File: config.mk
export PLATFORM = sky130hd
export DESIGN_NAME = uart_tx_arb
export DESIGN_NICKNAME = d
export VERILOG_FILES = /design/src/rtl/uart_tx_arb.sv
export SDC_FILE = /design/constraint.sdc
export NUM_CORES = 1
export LEC_CHECK = 0
export CAP_MARGIN = 20
export CORE_MARGIN = 2
export CORE_UTILIZATION = 55
export CTS_CLUSTER_SIZE = 20
export DETAILED_ROUTE_END_ITERATION = 12
export PLACE_DENSITY_LB_ADDON = 0.15
export SYNTH_ARGS = -nofsm -noshare
export SYNTH_HDL_FRONTEND = slang
export SYNTH_SLANG_ARGS = --single-unit
export TNS_END_PERCENT = 50
File: constraint.sdc
create_clock -name clk -period 5.6 [get_ports clk]
set_input_delay 1.4 -clock clk [delete_from_list [all_inputs] [get_ports clk]]
set_output_delay 1.4 -clock clk [all_outputs]
set_load 0.005 [all_outputs]
File: src/rtl/uart_tx_arb.sv
// uart_tx_arb
// Two-port arbiter feeding a single byte-wide UART transmitter.
// Each port has a small FIFO. A round-robin FSM pops one byte at a time,
// strobes it into the UART, waits for the UART to go busy (or times out),
// then waits for it to drain before granting again. At most one byte is
// in flight at a time.
//
// Ports:
//   clk, rst_n               clock (rising edge), async active-low reset
//   i_p0_data/valid, o_p0_ready   port 0 byte stream (sequencer results)
//   i_p1_data/valid, o_p1_ready   port 1 byte stream (register print/debug)
//   o_tx_data, o_tx_stb      byte and one-cycle send strobe to the UART
//   i_tx_busy                UART transmitter busy
//   o_p0_cnt, o_p1_cnt       wrapping counts of bytes completed per port
//   o_err                    sticky flag: UART never went busy after a strobe
module uart_tx_arb #(
    parameter int DW     = 8,
    parameter int DEPTH  = 2,
    parameter int ARM_TO = 3
) (
    input  logic          clk,
    input  logic          rst_n,
    input  logic [DW-1:0] i_p0_data,
    input  logic          i_p0_valid,
    output logic          o_p0_ready,
    input  logic [DW-1:0] i_p1_data,
    input  logic          i_p1_valid,
    output logic          o_p1_ready,
    output logic [DW-1:0] o_tx_data,
    output logic          o_tx_stb,
    input  logic          i_tx_busy,
    output logic [7:0]    o_p0_cnt,
    output logic [7:0]    o_p1_cnt,
    output logic          o_err
);

    localparam int AW = (DEPTH > 1) ? $clog2(DEPTH) : 1;
    localparam int CW = AW + 1;
    localparam int TW = $clog2(ARM_TO + 1);

    typedef enum logic [1:0] {
        IDLE  = 2'd0,
        STB   = 2'd1,
        ARM   = 2'd2,
        DRAIN = 2'd3
    } state_t;

    // FIFO storage and bookkeeping, indexed by port
    logic [DW-1:0] mem_q   [2][DEPTH];
    logic [AW-1:0] wptr_q  [2];
    logic [AW-1:0] rptr_q  [2];
    logic [CW-1:0] fcnt_q  [2];

    logic [1:0]    push_s;
    logic [1:0]    pop_s;
    logic [1:0]    empty_s;
    logic [1:0]    ready_s;
    logic [DW-1:0] wdata_s [2];
    logic [DW-1:0] head_s  [2];

    // FSM and datapath registers
    state_t        state_q, state_d;
    logic          last_q;         // port granted most recently
    logic          gnt_s;          // port chosen this cycle
    logic          grant_s;        // a grant happens this cycle
    logic          done_s;         // the in-flight byte completes this cycle
    logic          err_set_s;
    logic [TW-1:0] arm_cnt_q, arm_cnt_d;
    logic [DW-1:0] data_q;
    logic          stb_q;
    logic [7:0]    p0_cnt_q;
    logic [7:0]    p1_cnt_q;
    logic          err_q;

    // Per-port FIFO status and handshake; ready is forced low while in reset
    always_comb begin
        wdata_s[0] = i_p0_data;
        wdata_s[1] = i_p1_data;
        for (int p = 0; p < 2; p++) begin
            empty_s[p] = (fcnt_q[p] == {CW{1'b0}});
            ready_s[p] = rst_n & (fcnt_q[p] != CW'(DEPTH));
            head_s[p]  = mem_q[p][rptr_q[p]];
        end
        push_s[0] = i_p0_valid & ready_s[0];
        push_s[1] = i_p1_valid & ready_s[1];
    end

    // FIFO storage writes (no reset needed: guarded by the counts)
    always_ff @(posedge clk) begin
        for (int p = 0; p < 2; p++) begin
            if (push_s[p]) begin
                mem_q[p][wptr_q[p]] <= wdata_s[p];
            end
        end
    end

    // FIFO pointers and occupancy counts
    always_ff @(posedge clk or negedge rst_n) begin
        if (!rst_n) begin
            for (int p = 0; p < 2; p++) begin
                wptr_q[p] <= {AW{1'b0}};
                rptr_q[p] <= {AW{1'b0}};
                fcnt_q[p] <= {CW{1'b0}};
            end
        end else begin
            for (int p = 0; p < 2; p++) begin
                if (push_s[p]) begin
                    wptr_q[p] <= wptr_q[p] + AW'(1);
                end
                if (pop_s[p]) begin
                    rptr_q[p] <= rptr_q[p] + AW'(1);
                end
                case ({push_s[p], pop_s[p]})
                    2'b10:   fcnt_q[p] <= fcnt_q[p] + CW'(1);
                    2'b01:   fcnt_q[p] <= fcnt_q[p] - CW'(1);
                    default: fcnt_q[p] <= fcnt_q[p];
                endcase
            end
        end
    end

    // Arbitration and transfer FSM next-state logic
    always_comb begin
        state_d   = state_q;
        arm_cnt_d = arm_cnt_q;
        gnt_s     = last_q;
        grant_s   = 1'b0;
        done_s    = 1'b0;
        err_set_s = 1'b0;
        pop_s     = 2'b00;
        case (state_q)
            IDLE: begin
                if (!i_tx_busy && (empty_s != 2'b11)) begin
                    // Tie goes to the port not served last
                    if (empty_s == 2'b00) begin
                        gnt_s = ~last_q;
                    end else if (!empty_s[0]) begin
                        gnt_s = 1'b0;
                    end else begin
                        gnt_s = 1'b1;
                    end
                    grant_s       = 1'b1;
                    pop_s[gnt_s]  = 1'b1;
                    state_d       = STB;
                end else begin
                    state_d = IDLE;
                end
            end
            STB: begin
                arm_cnt_d = {TW{1'b0}};
                state_d   = ARM;
            end
            ARM: begin
                if (i_tx_busy) begin
                    state_d = DRAIN;
                end else if (arm_cnt_q == TW'(ARM_TO - 1)) begin
                    // UART never acknowledged: flag it, but count the byte
                    err_set_s = 1'b1;
                    done_s    = 1'b1;
                    state_d   = IDLE;
                end else begin
                    arm_cnt_d = arm_cnt_q + TW'(1);
                end
            end
            DRAIN: begin
                if (!i_tx_busy) begin
                    done_s  = 1'b1;
                    state_d = IDLE;
                end else begin
                    state_d = DRAIN;
                end
            end
            default: begin
                state_d = IDLE;
            end
        endcase
    end

    // FSM state, grant pointer, output byte/strobe, counters and error flag
    always_ff @(posedge clk or negedge rst_n) begin
        if (!rst_n) begin
            state_q   <= IDLE;
            arm_cnt_q <= {TW{1'b0}};
            last_q    <= 1'b1;
            data_q    <= {DW{1'b0}};
            stb_q     <= 1'b0;
            p0_cnt_q  <= 8'd0;
            p1_cnt_q  <= 8'd0;
            err_q     <= 1'b0;
        end else begin
            state_q   <= state_d;
            arm_cnt_q <= arm_cnt_d;
            stb_q     <= grant_s;
            if (grant_s) begin
                last_q <= gnt_s;
                data_q <= head_s[gnt_s];
            end
            // last_q still names the in-flight port until the next grant
            if (done_s) begin
                if (last_q) begin
                    p1_cnt_q <= p1_cnt_q + 8'd1;
                end else begin
                    p0_cnt_q <= p0_cnt_q + 8'd1;
                end
            end
            if (err_set_s) begin
                err_q <= 1'b1;
            end
        end
    end

    assign o_p0_ready = ready_s[0];
    assign o_p1_ready = ready_s[1];
    assign o_tx_data  = data_q;
    assign o_tx_stb   = stb_q;
    assign o_p0_cnt   = p0_cnt_q;
    assign o_p1_cnt   = p1_cnt_q;
    assign o_err      = err_q;

endmodule
==> summary.log, run 1 <==
qor: outcome.run_status finished clean
qor: floorplan.floorplan.initialDensity 57.93%
qor: critical_path.crit_path_end_kind output port
qor: power_and_ir_drop.share_comb_of_total_power 30.2%
qor: layout.fin_util 72.38%
qor: sta.fin_setup_tns 0 ps
qor: layout.post_layout_nonfiller_instances 332
qor: min_path.worst_hold_path.num_cells 1
qor: clock_network.clock_tree.htree_level_count 3
qor: power_and_ir_drop.clock_power_share 24.1%
qor: layout.post_route_cells_drive_above_1_share 14.12%
qor: routing.drtIter0Drc 108
qor: sta.max_slew.worst_pin.slew 1078 ps
qor: power_and_ir_drop.p_seq_share 45.7%
qor: clock_network.numCtsBuffers 9
qor: sta.fmaxAchievable 0.2458 GHz
qor: synth.syn_inst 203
qor: power_and_ir_drop.total_switching_power 561.1 uW
qor: synth.synth-edff-count 32
qor: sta.finalHoldViolations 0
qor: power_and_ir_drop.maximum_vdd_ir_drop 0.2954 mV
qor: clock_network.clock_insertion_delay_at_the_later_pin_of_the_skew_report 340 ps
qor: synth.postSynth.asyncResetShare 54.93%
qor: routing.drt.antenna.violating_nets 0
qor: clock_network.clock_tree.root_cell sky130_fd_sc_hd__clkbuf_8
qor: global_routing.grt_residual_overflow 0
qor: clock_network.cts-hold-fix-buffers 0
qor: sta.rsz0062_at_grt no
qor: sta.clock-skew-final 8.447 ps
qor: synth.synth-seq-area-share 64.68%
qor: critical_path.r2r_cells 5
qor: global_routing.grt_pass1_vias 1719
qor: synth.synth_cell_types 34
qor: min_path.worstHoldPathType flip-flop to flip-flop
qor: synth.synth-seq-cells 71
qor: routing.wl_met3 191 um
qor: sta.setup_viol_count_final 0
qor: routing.detail_route.vias_per_cell 5.250
qor: floorplan.die_area 6055 um2
qor: placement.placed_cell_area 3522 um2
qor: clock_network.tritoncts done
qor: global_routing.grt_max_degree 25
qor: synth.synthesis.nets 229
qor: clock_network.cts_max_path_buffers 2
qor: sta.min_period_over_period 72.66%
qor: routing.routed_wirelength 5110 um
qor: placement.place.gp.congestion 0.7784
qor: synth.syn_avg_cell_area 14.76 um2
qor: clock_network.cts.repair.resized 0
qor: critical_path.timing.critical_path.fanout_max 18
qor: synth.yosysWarningCount 0
qor: sta.final.hold.worst_slack 471.1 ps
qor: routing.detailroute.wirelength.met2 2582 um
qor: global_routing.antenna_violations_before_repair 0
qor: power_and_ir_drop.fin_total_pwr 1.852 mW
qor: floorplan.rows 26
qor: power_and_ir_drop.intPower 1.291 mW
qor: clock_network.clkTransAtPathRegs 80 ps
qor: sta.slew-limit-headroom 28.15%
qor: layout.flow.area_growth_from_synthesis 24.93%
qor: layout.num_antenna_cells 0
qor: sta.worst_slack 1531 ps
qor: routing.detail_route.first_pass.iterations 4
qor: critical_path.crit_required 4200 ps
qor: layout.num-nets-final 283
qor: layout.final_design_area_no_fill 3744 um2
qor: power_and_ir_drop.power_density 494.7 nW/um2
qor: critical_path.cp.arrival 2670 ps
qor: floorplan.top_level_ports 49
qor: clock_network.post_cts.repair.setup_buffers 0
qor: sta.minimum_clock_period 4069 ps
qor: floorplan.fp.coreArea 5172 um2
qor: critical_path.critical_path.startpoint_type input port
qor: power_and_ir_drop.power.static_leakage 1.562 nW
qor: job.drv.max_cap_violation_count 0
qor: layout.nFillCells 347
qor: routing.vias 1743
qor: global_routing.track_usage 19.27%
qor: synth.syn_area 2997 um2
qor: routing.remaining_drc_errors 0
qor: critical_path.critPathKind input port to output port
qor: power_and_ir_drop.power.switching_fraction 30.30%
qor: routing.detail_routed_net_length_per_standard_cell 15.39 um
qor: placement.place_inst 316
qor: global_routing.grt_first_pass_wirelength 8576 um
qor: floorplan.die-width 77.82 um
qor: placement.dpl.hpwl 3525 um
qor: placement.dpl_worst_slack 1491 ps
qor: routing.top_layer met4
qor: placement.io_buffer_count 48
qor: clock_network.tritoncts_num_sinks 71
qor: floorplan.fp.dieH 77.82 um
qor: sta.finalMaxSlewViolations 0
qor: routing.drt-met1-wl 2253 um
qor: synth.synthFlopType sky130_fd_sc_hd__dfrtp_1
## layer usage
| layer | global-route usage, % | vias to the layer above |
|---|---|---|
| met5 | 0 | - |
| met4 | 8.571 | 0 |
| met3 | 6.163 | 8 |
| met2 | 30.17 | 37 |
| met1 | 24.66 | 866 |
| li1 | - | 832 |
## layout by cell type, fill, tap and decap left out, drive strengths merged, types with 2 or more instances in the layout
cell type,n
nor3,3
ha,5
clkinv,4
edfxtp,32
o21ai,2
nand3,3
clkdlybuf4s50,47
inv,7
a21boi,2
mux2i,24
nand2,11
xnor2,15
a21oi,4
dfrtp,38
bufinv,2
nor2,11
xor2,9
nand4,6
mux2,10
and3,3
nor4,3
clkbuf,10
buf,2
## path summary, 6_finish.rpt
check	slack (ps)	startpoint	to
max in group asynchronous	3950	rst_n	last_q
setup / recovery	1530	rst_n	o_p0_ready
min in group asynchronous	960	rst_n	fcnt_q[0]
hold reg to reg	470	o_p1_cnt[7]	o_p1_cnt[7]
hold / removal	470	o_p1_cnt[7]	o_p1_cnt[7]
setup reg to reg	3170	state_q[0]	fcnt_q[1]
## worst max-delay path, cell delays in order
cell,delay (ps)
sky130_fd_sc_hd__buf_2,320
sky130_fd_sc_hd__a21boi_0,370
sky130_fd_sc_hd__clkdlybuf4s50_1,580
## power groups by stage
stage,registers (mW),clock network (mW),logic [mW]
global placement,0.851,0,0.551
global route,0.869,0.480,0.616
CTS,0.847,0.455,0.570
detailed placement,0.855,0,0.565
finish,0.846,0.446,0.560
floorplan,0.789,0,0.408
## Yosys cell counts, types with 2 or more instances
cell type	n	share of area, %
sky130_fd_sc_hd__ha_1	5	2.1
sky130_fd_sc_hd__nor2_1	10	1.3
sky130_fd_sc_hd__edfxtp_1	32	32
sky130_fd_sc_hd__nand3_1	3	0.50
sky130_fd_sc_hd__clkbuf_1	2	0.25
sky130_fd_sc_hd__buf_4	3	0.75
sky130_fd_sc_hd__mux2_2	4	1.5
sky130_fd_sc_hd__mux2i_1	24	8.0
sky130_fd_sc_hd__nor4_1	3	0.63
sky130_fd_sc_hd__inv_1	7	0.88
sky130_fd_sc_hd__a21oi_1	4	0.67
sky130_fd_sc_hd__xnor2_1	14	4.1
sky130_fd_sc_hd__o21ai_0	2	0.33
sky130_fd_sc_hd__a21boi_0	2	0.50
sky130_fd_sc_hd__mux2_4	6	3.0
sky130_fd_sc_hd__dfrtp_1	38	32
sky130_fd_sc_hd__and3_1	3	0.63
sky130_fd_sc_hd__nor3_1	3	0.50
sky130_fd_sc_hd__nand2_1	10	1.3
sky130_fd_sc_hd__nand4_1	6	1.3
sky130_fd_sc_hd__xor2_1	9	2.6
## sequential cells by signal, indices dropped and copies added (netlist names)
name and flops:
mem_q 32, wptr_q 2, o_tx_stb 1, rptr_q 2, fcnt_q 4, arm_cnt_q 2, o_p0_cnt 8, o_tx_data 8
o_p1_cnt 8, o_err 1, last_q 1, state_q 2
## cell type report
class                           count  area [um2]  area share, %
Inverter                            7       26.28         0.7019
Clock inverter                      6       83.83          2.239
Timing Repair Buffer               49       483.0          12.90
Tap cell                           70       87.58          2.340
Clock buffer                       10       137.6          3.676
Multi-Input combinational cell    119       987.2          26.37
Sequential cell                    71        1938          51.77
## cell families after synthesis
logic type	Yosys count	synth area share, %
AO/OA/AOI/OAI	15	4.176
XOR/XNOR	24	7.266
adder cells (fa/ha/maj)	5	2.088
buffers and inverters	13	2.380
flip-flops	71	64.68
multiplexers	34	12.53
AND/OR/NAND/NOR	41	6.890
No activity file was read; power rests on OpenSTA's default activity.
==> run 2: changes to the inputs <==
CORE_UTILIZATION = 53   (was 55)
clock period = 4.19 ns   (was 5.6 ns; I/O delays follow)
==> run 2 against run 1 <==
  * Combinational power grew 33%
  * Hold slack lost 2.2 ps
  * Clock power grew 28%
  * Critical path depth is the same
  * Sequential cell count is the same
  * Die area grew 3.6%
  * Routed wire length shrank 1.9%
  * Setup slack lost 440 ps
  * Cell count grew 0.90%
  * Non-clock buffer count grew 1
  * Register-to-register slack lost 980 ps
  * Count of clock-buffer cells in the layout shrank 1
  * Critical path type unchanged
  * Highest routed layer unchanged
==> summary.log, run 2 (synthesized netlist as in run 1, its figures left out) <==
qor: global_routing.grt_pass1_vias 1693 [was 1719]
qor: sta.max_slew.worst_pin.slew 724.4 ps [was 1078 ps]
qor: floorplan.fp.coreArea 5473 um2 [was 5172 um2]
qor: placement.io_buffer_count 48 [unchanged]
qor: clock_network.cts_max_path_buffers 2 [unchanged]
qor: layout.num_antenna_cells 0 [unchanged]
qor: power_and_ir_drop.power.static_leakage 1.562 nW [about the same]
qor: sta.worst_slack 1090 ps [was 1531 ps]
qor: power_and_ir_drop.power_density 654.1 nW/um2 [was 494.7 nW/um2]
qor: clock_network.cts.repair.resized 0 [unchanged]
qor: routing.vias 1754 [was 1743]
qor: placement.place.gp.congestion 0.7545 [was 0.7784]
qor: global_routing.grt_first_pass_wirelength 8155 um [was 8576 um]
qor: power_and_ir_drop.maximum_vdd_ir_drop 0.4438 mV [was 0.2954 mV]
qor: sta.finalHoldViolations 0 [unchanged]
qor: floorplan.die_area 6272 um2 [was 6055 um2]
qor: sta.rsz0062_at_grt no [unchanged]
qor: global_routing.track_usage 17.59% [was 19.27%]
qor: placement.dpl.hpwl 3431 um [was 3525 um]
qor: critical_path.critPathTopFamily buffers and inverters [unchanged]
qor: sta.setup_viol_count_final 0 [unchanged]
qor: job.drv.max_cap_violation_count 0 [unchanged]
qor: critical_path.crit_required 3140 ps [was 4200 ps]
qor: sta.fmaxAchievable 0.3226 GHz
qor: sta.final.hold.worst_slack 469.0 ps [was 471.1 ps]
qor: floorplan.die-width 79.20 um [was 77.82 um]
qor: critical_path.critical_path_buffers_and_inverters 2 [unchanged]
qor: clock_network.tritoncts done [unchanged]
qor: floorplan.top_level_ports 49 [unchanged]
qor: clock_network.clock_tree.root_cell sky130_fd_sc_hd__clkbuf_8 [unchanged]
qor: global_routing.antenna_violations_before_repair 0 [unchanged]
qor: critical_path.critical_path.startpoint_type input port [unchanged]
qor: clock_network.post_cts.repair.setup_buffers 0 [unchanged]
qor: critical_path.crit_path_end_kind output port [unchanged]
qor: layout.nFillCells 419 [was 347]
qor: clock_network.clock_insertion_delay_at_the_later_pin_of_the_skew_report 330 ps [was 340 ps]
qor: routing.drtIter0Drc 83 [was 108]
qor: layout.num-nets-final 284 [was 283]
qor: critical_path.critical_path.cell_chain buf_2 -> a21boi_0 -> clkdlybuf4s50_1 [unchanged]
qor: sta.fin_setup_tns 0 ps [unchanged]
qor: sta.minimum_clock_period 3100 ps
qor: layout.final_common_cell sky130_fd_sc_hd__clkdlybuf4s50_1 [unchanged]
qor: outcome.run_status finished clean [unchanged]
qor: layout.layout_common_cells sky130_fd_sc_hd__clkdlybuf4s50_1, sky130_fd_sc_hd__dfrtp_1, sky130_fd_sc_hd__edfxtp_1 [unchanged]
qor: routing.detail_route.vias_per_cell 5.236 [was 5.250]
qor: layout.layout.area.seq 1938 um2 [unchanged]
qor: clock_network.tritoncts_num_sinks 71 [unchanged]
qor: floorplan.rows 27 [was 26]
qor: sta.slew-limit-headroom 51.53% [was 28.15%]
qor: clock_network.numCtsBuffers 9 [unchanged]
qor: clock_network.clock_tree.htree_level_count 3 [unchanged]
qor: sta.clock-skew-final 8.231 ps [was 8.447 ps]
qor: routing.detail_routed_net_length_per_standard_cell 14.97 um [was 15.39 um]
qor: critical_path.critPathKind input port to output port [unchanged]
qor: floorplan.fp.dieH 79.20 um [was 77.82 um]
qor: sta.finalMaxSlewViolations 0 [unchanged]
qor: critical_path.crit_path_top_delay_cell sky130_fd_sc_hd__clkdlybuf4s50_1 [unchanged]
qor: layout.multi_input_area 987.2 um2 [unchanged]
qor: min_path.worstHoldPathType flip-flop to flip-flop [unchanged]
qor: critical_path.timing.critical_path.fanout_max 3 [was 18]
qor: layout.post_route_cells_drive_above_1_share 14.07% [was 14.12%]
qor: clock_network.cts-hold-fix-buffers 0 [unchanged]
qor: floorplan.floorplan.initialDensity 54.76% [was 57.93%]
qor: layout.fin_util 68.40% [was 72.38%]
qor: routing.drt.antenna.violating_nets 0 [unchanged]
qor: clock_network.clkTransAtPathRegs 60 ps [was 80 ps]
qor: sta.min_period_over_period 73.99%
qor: global_routing.grt_residual_overflow 0 [unchanged]
qor: routing.detail_route.first_pass.iterations 4 [unchanged]
qor: critical_path.cp.arrival 2050 ps [was 2670 ps]
qor: placement.dpl_worst_slack 1063 ps [was 1491 ps]
qor: routing.routed_wirelength 5014 um [was 5110 um]
qor: critical_path.cpPeakStageDelay 580 ps [about the same]
qor: global_routing.grt_max_degree 40 [was 25]
qor: layout.largest_register_ff_count 32 [unchanged]
qor: routing.remaining_drc_errors 0 [unchanged]
qor: layout.flow.area_growth_from_synthesis 24.93% [unchanged]
## run 2: path summary, 6_finish.rpt
kind                           start          to  slack, ps  cells after the start
max in group asynchronous      rst_n      last_q       3020                      2
max reg2reg                fcnt_q[0]   fcnt_q[1]       2190                      7
max                            rst_n  o_p0_ready       1090                      3
min reg2reg                    o_err       o_err        470                      2
min                            o_err       o_err        470                      2
min in group asynchronous      rst_n   wptr_q[0]        810                      2
## run 2: worst reg2reg max path: stages (launching register included)
cell                      delay, ps
sky130_fd_sc_hd__dfrtp_1        440
sky130_fd_sc_hd__nor2_2         210
sky130_fd_sc_hd__o22a_2         370
sky130_fd_sc_hd__and2b_2        280
sky130_fd_sc_hd__ha_1           210
sky130_fd_sc_hd__xnor2_1        130
sky130_fd_sc_hd__nor2_1         110
sky130_fd_sc_hd__xor2_1         170
## run 2: metal layers
metal | vias up | track usage [%] | wire length [um]
met4 | 0 | 6.207 | 55
met2 | 37 | 28.05 | 2517
li1 | 840 | - | -
met5 | - | 0 | 0
met1 | 872 | 23.00 | 2229
met3 | 5 | 5.341 | 212
## run 2: through the flow
| stage | power [mW] | std cells | cell area, um2 |
|---|---|---|---|
| floorplan | 1.600 | 203 | 2997 |
| global placement | 1.878 | 319 | 3532 |
| detailed placement | 1.897 | 319 | 3532 |
| CTS | 2.476 | 335 | 3744 |
| global route | 2.602 | 335 | 3744 |
| finish | 2.449 | 335 | 3744 |
## run 2: area by class of cell
cell class	count	share of cell area, %
clock inverters	7	2.340
clock buffers	9	3.309
inverters	7	0.7019
flip-flops and latches	71	51.77
repair buffers	50	13.10
well taps	72	2.406
multi-input cells	119	26.37
## run 2: where the power goes
part	leakage (nW)	total [mW]	internal (mW)	switching, mW
sequential	0.774	1.13	0.921	0.211
combinational	0.677	0.746	0.456	0.289
clock	0.110	0.571	0.331	0.240
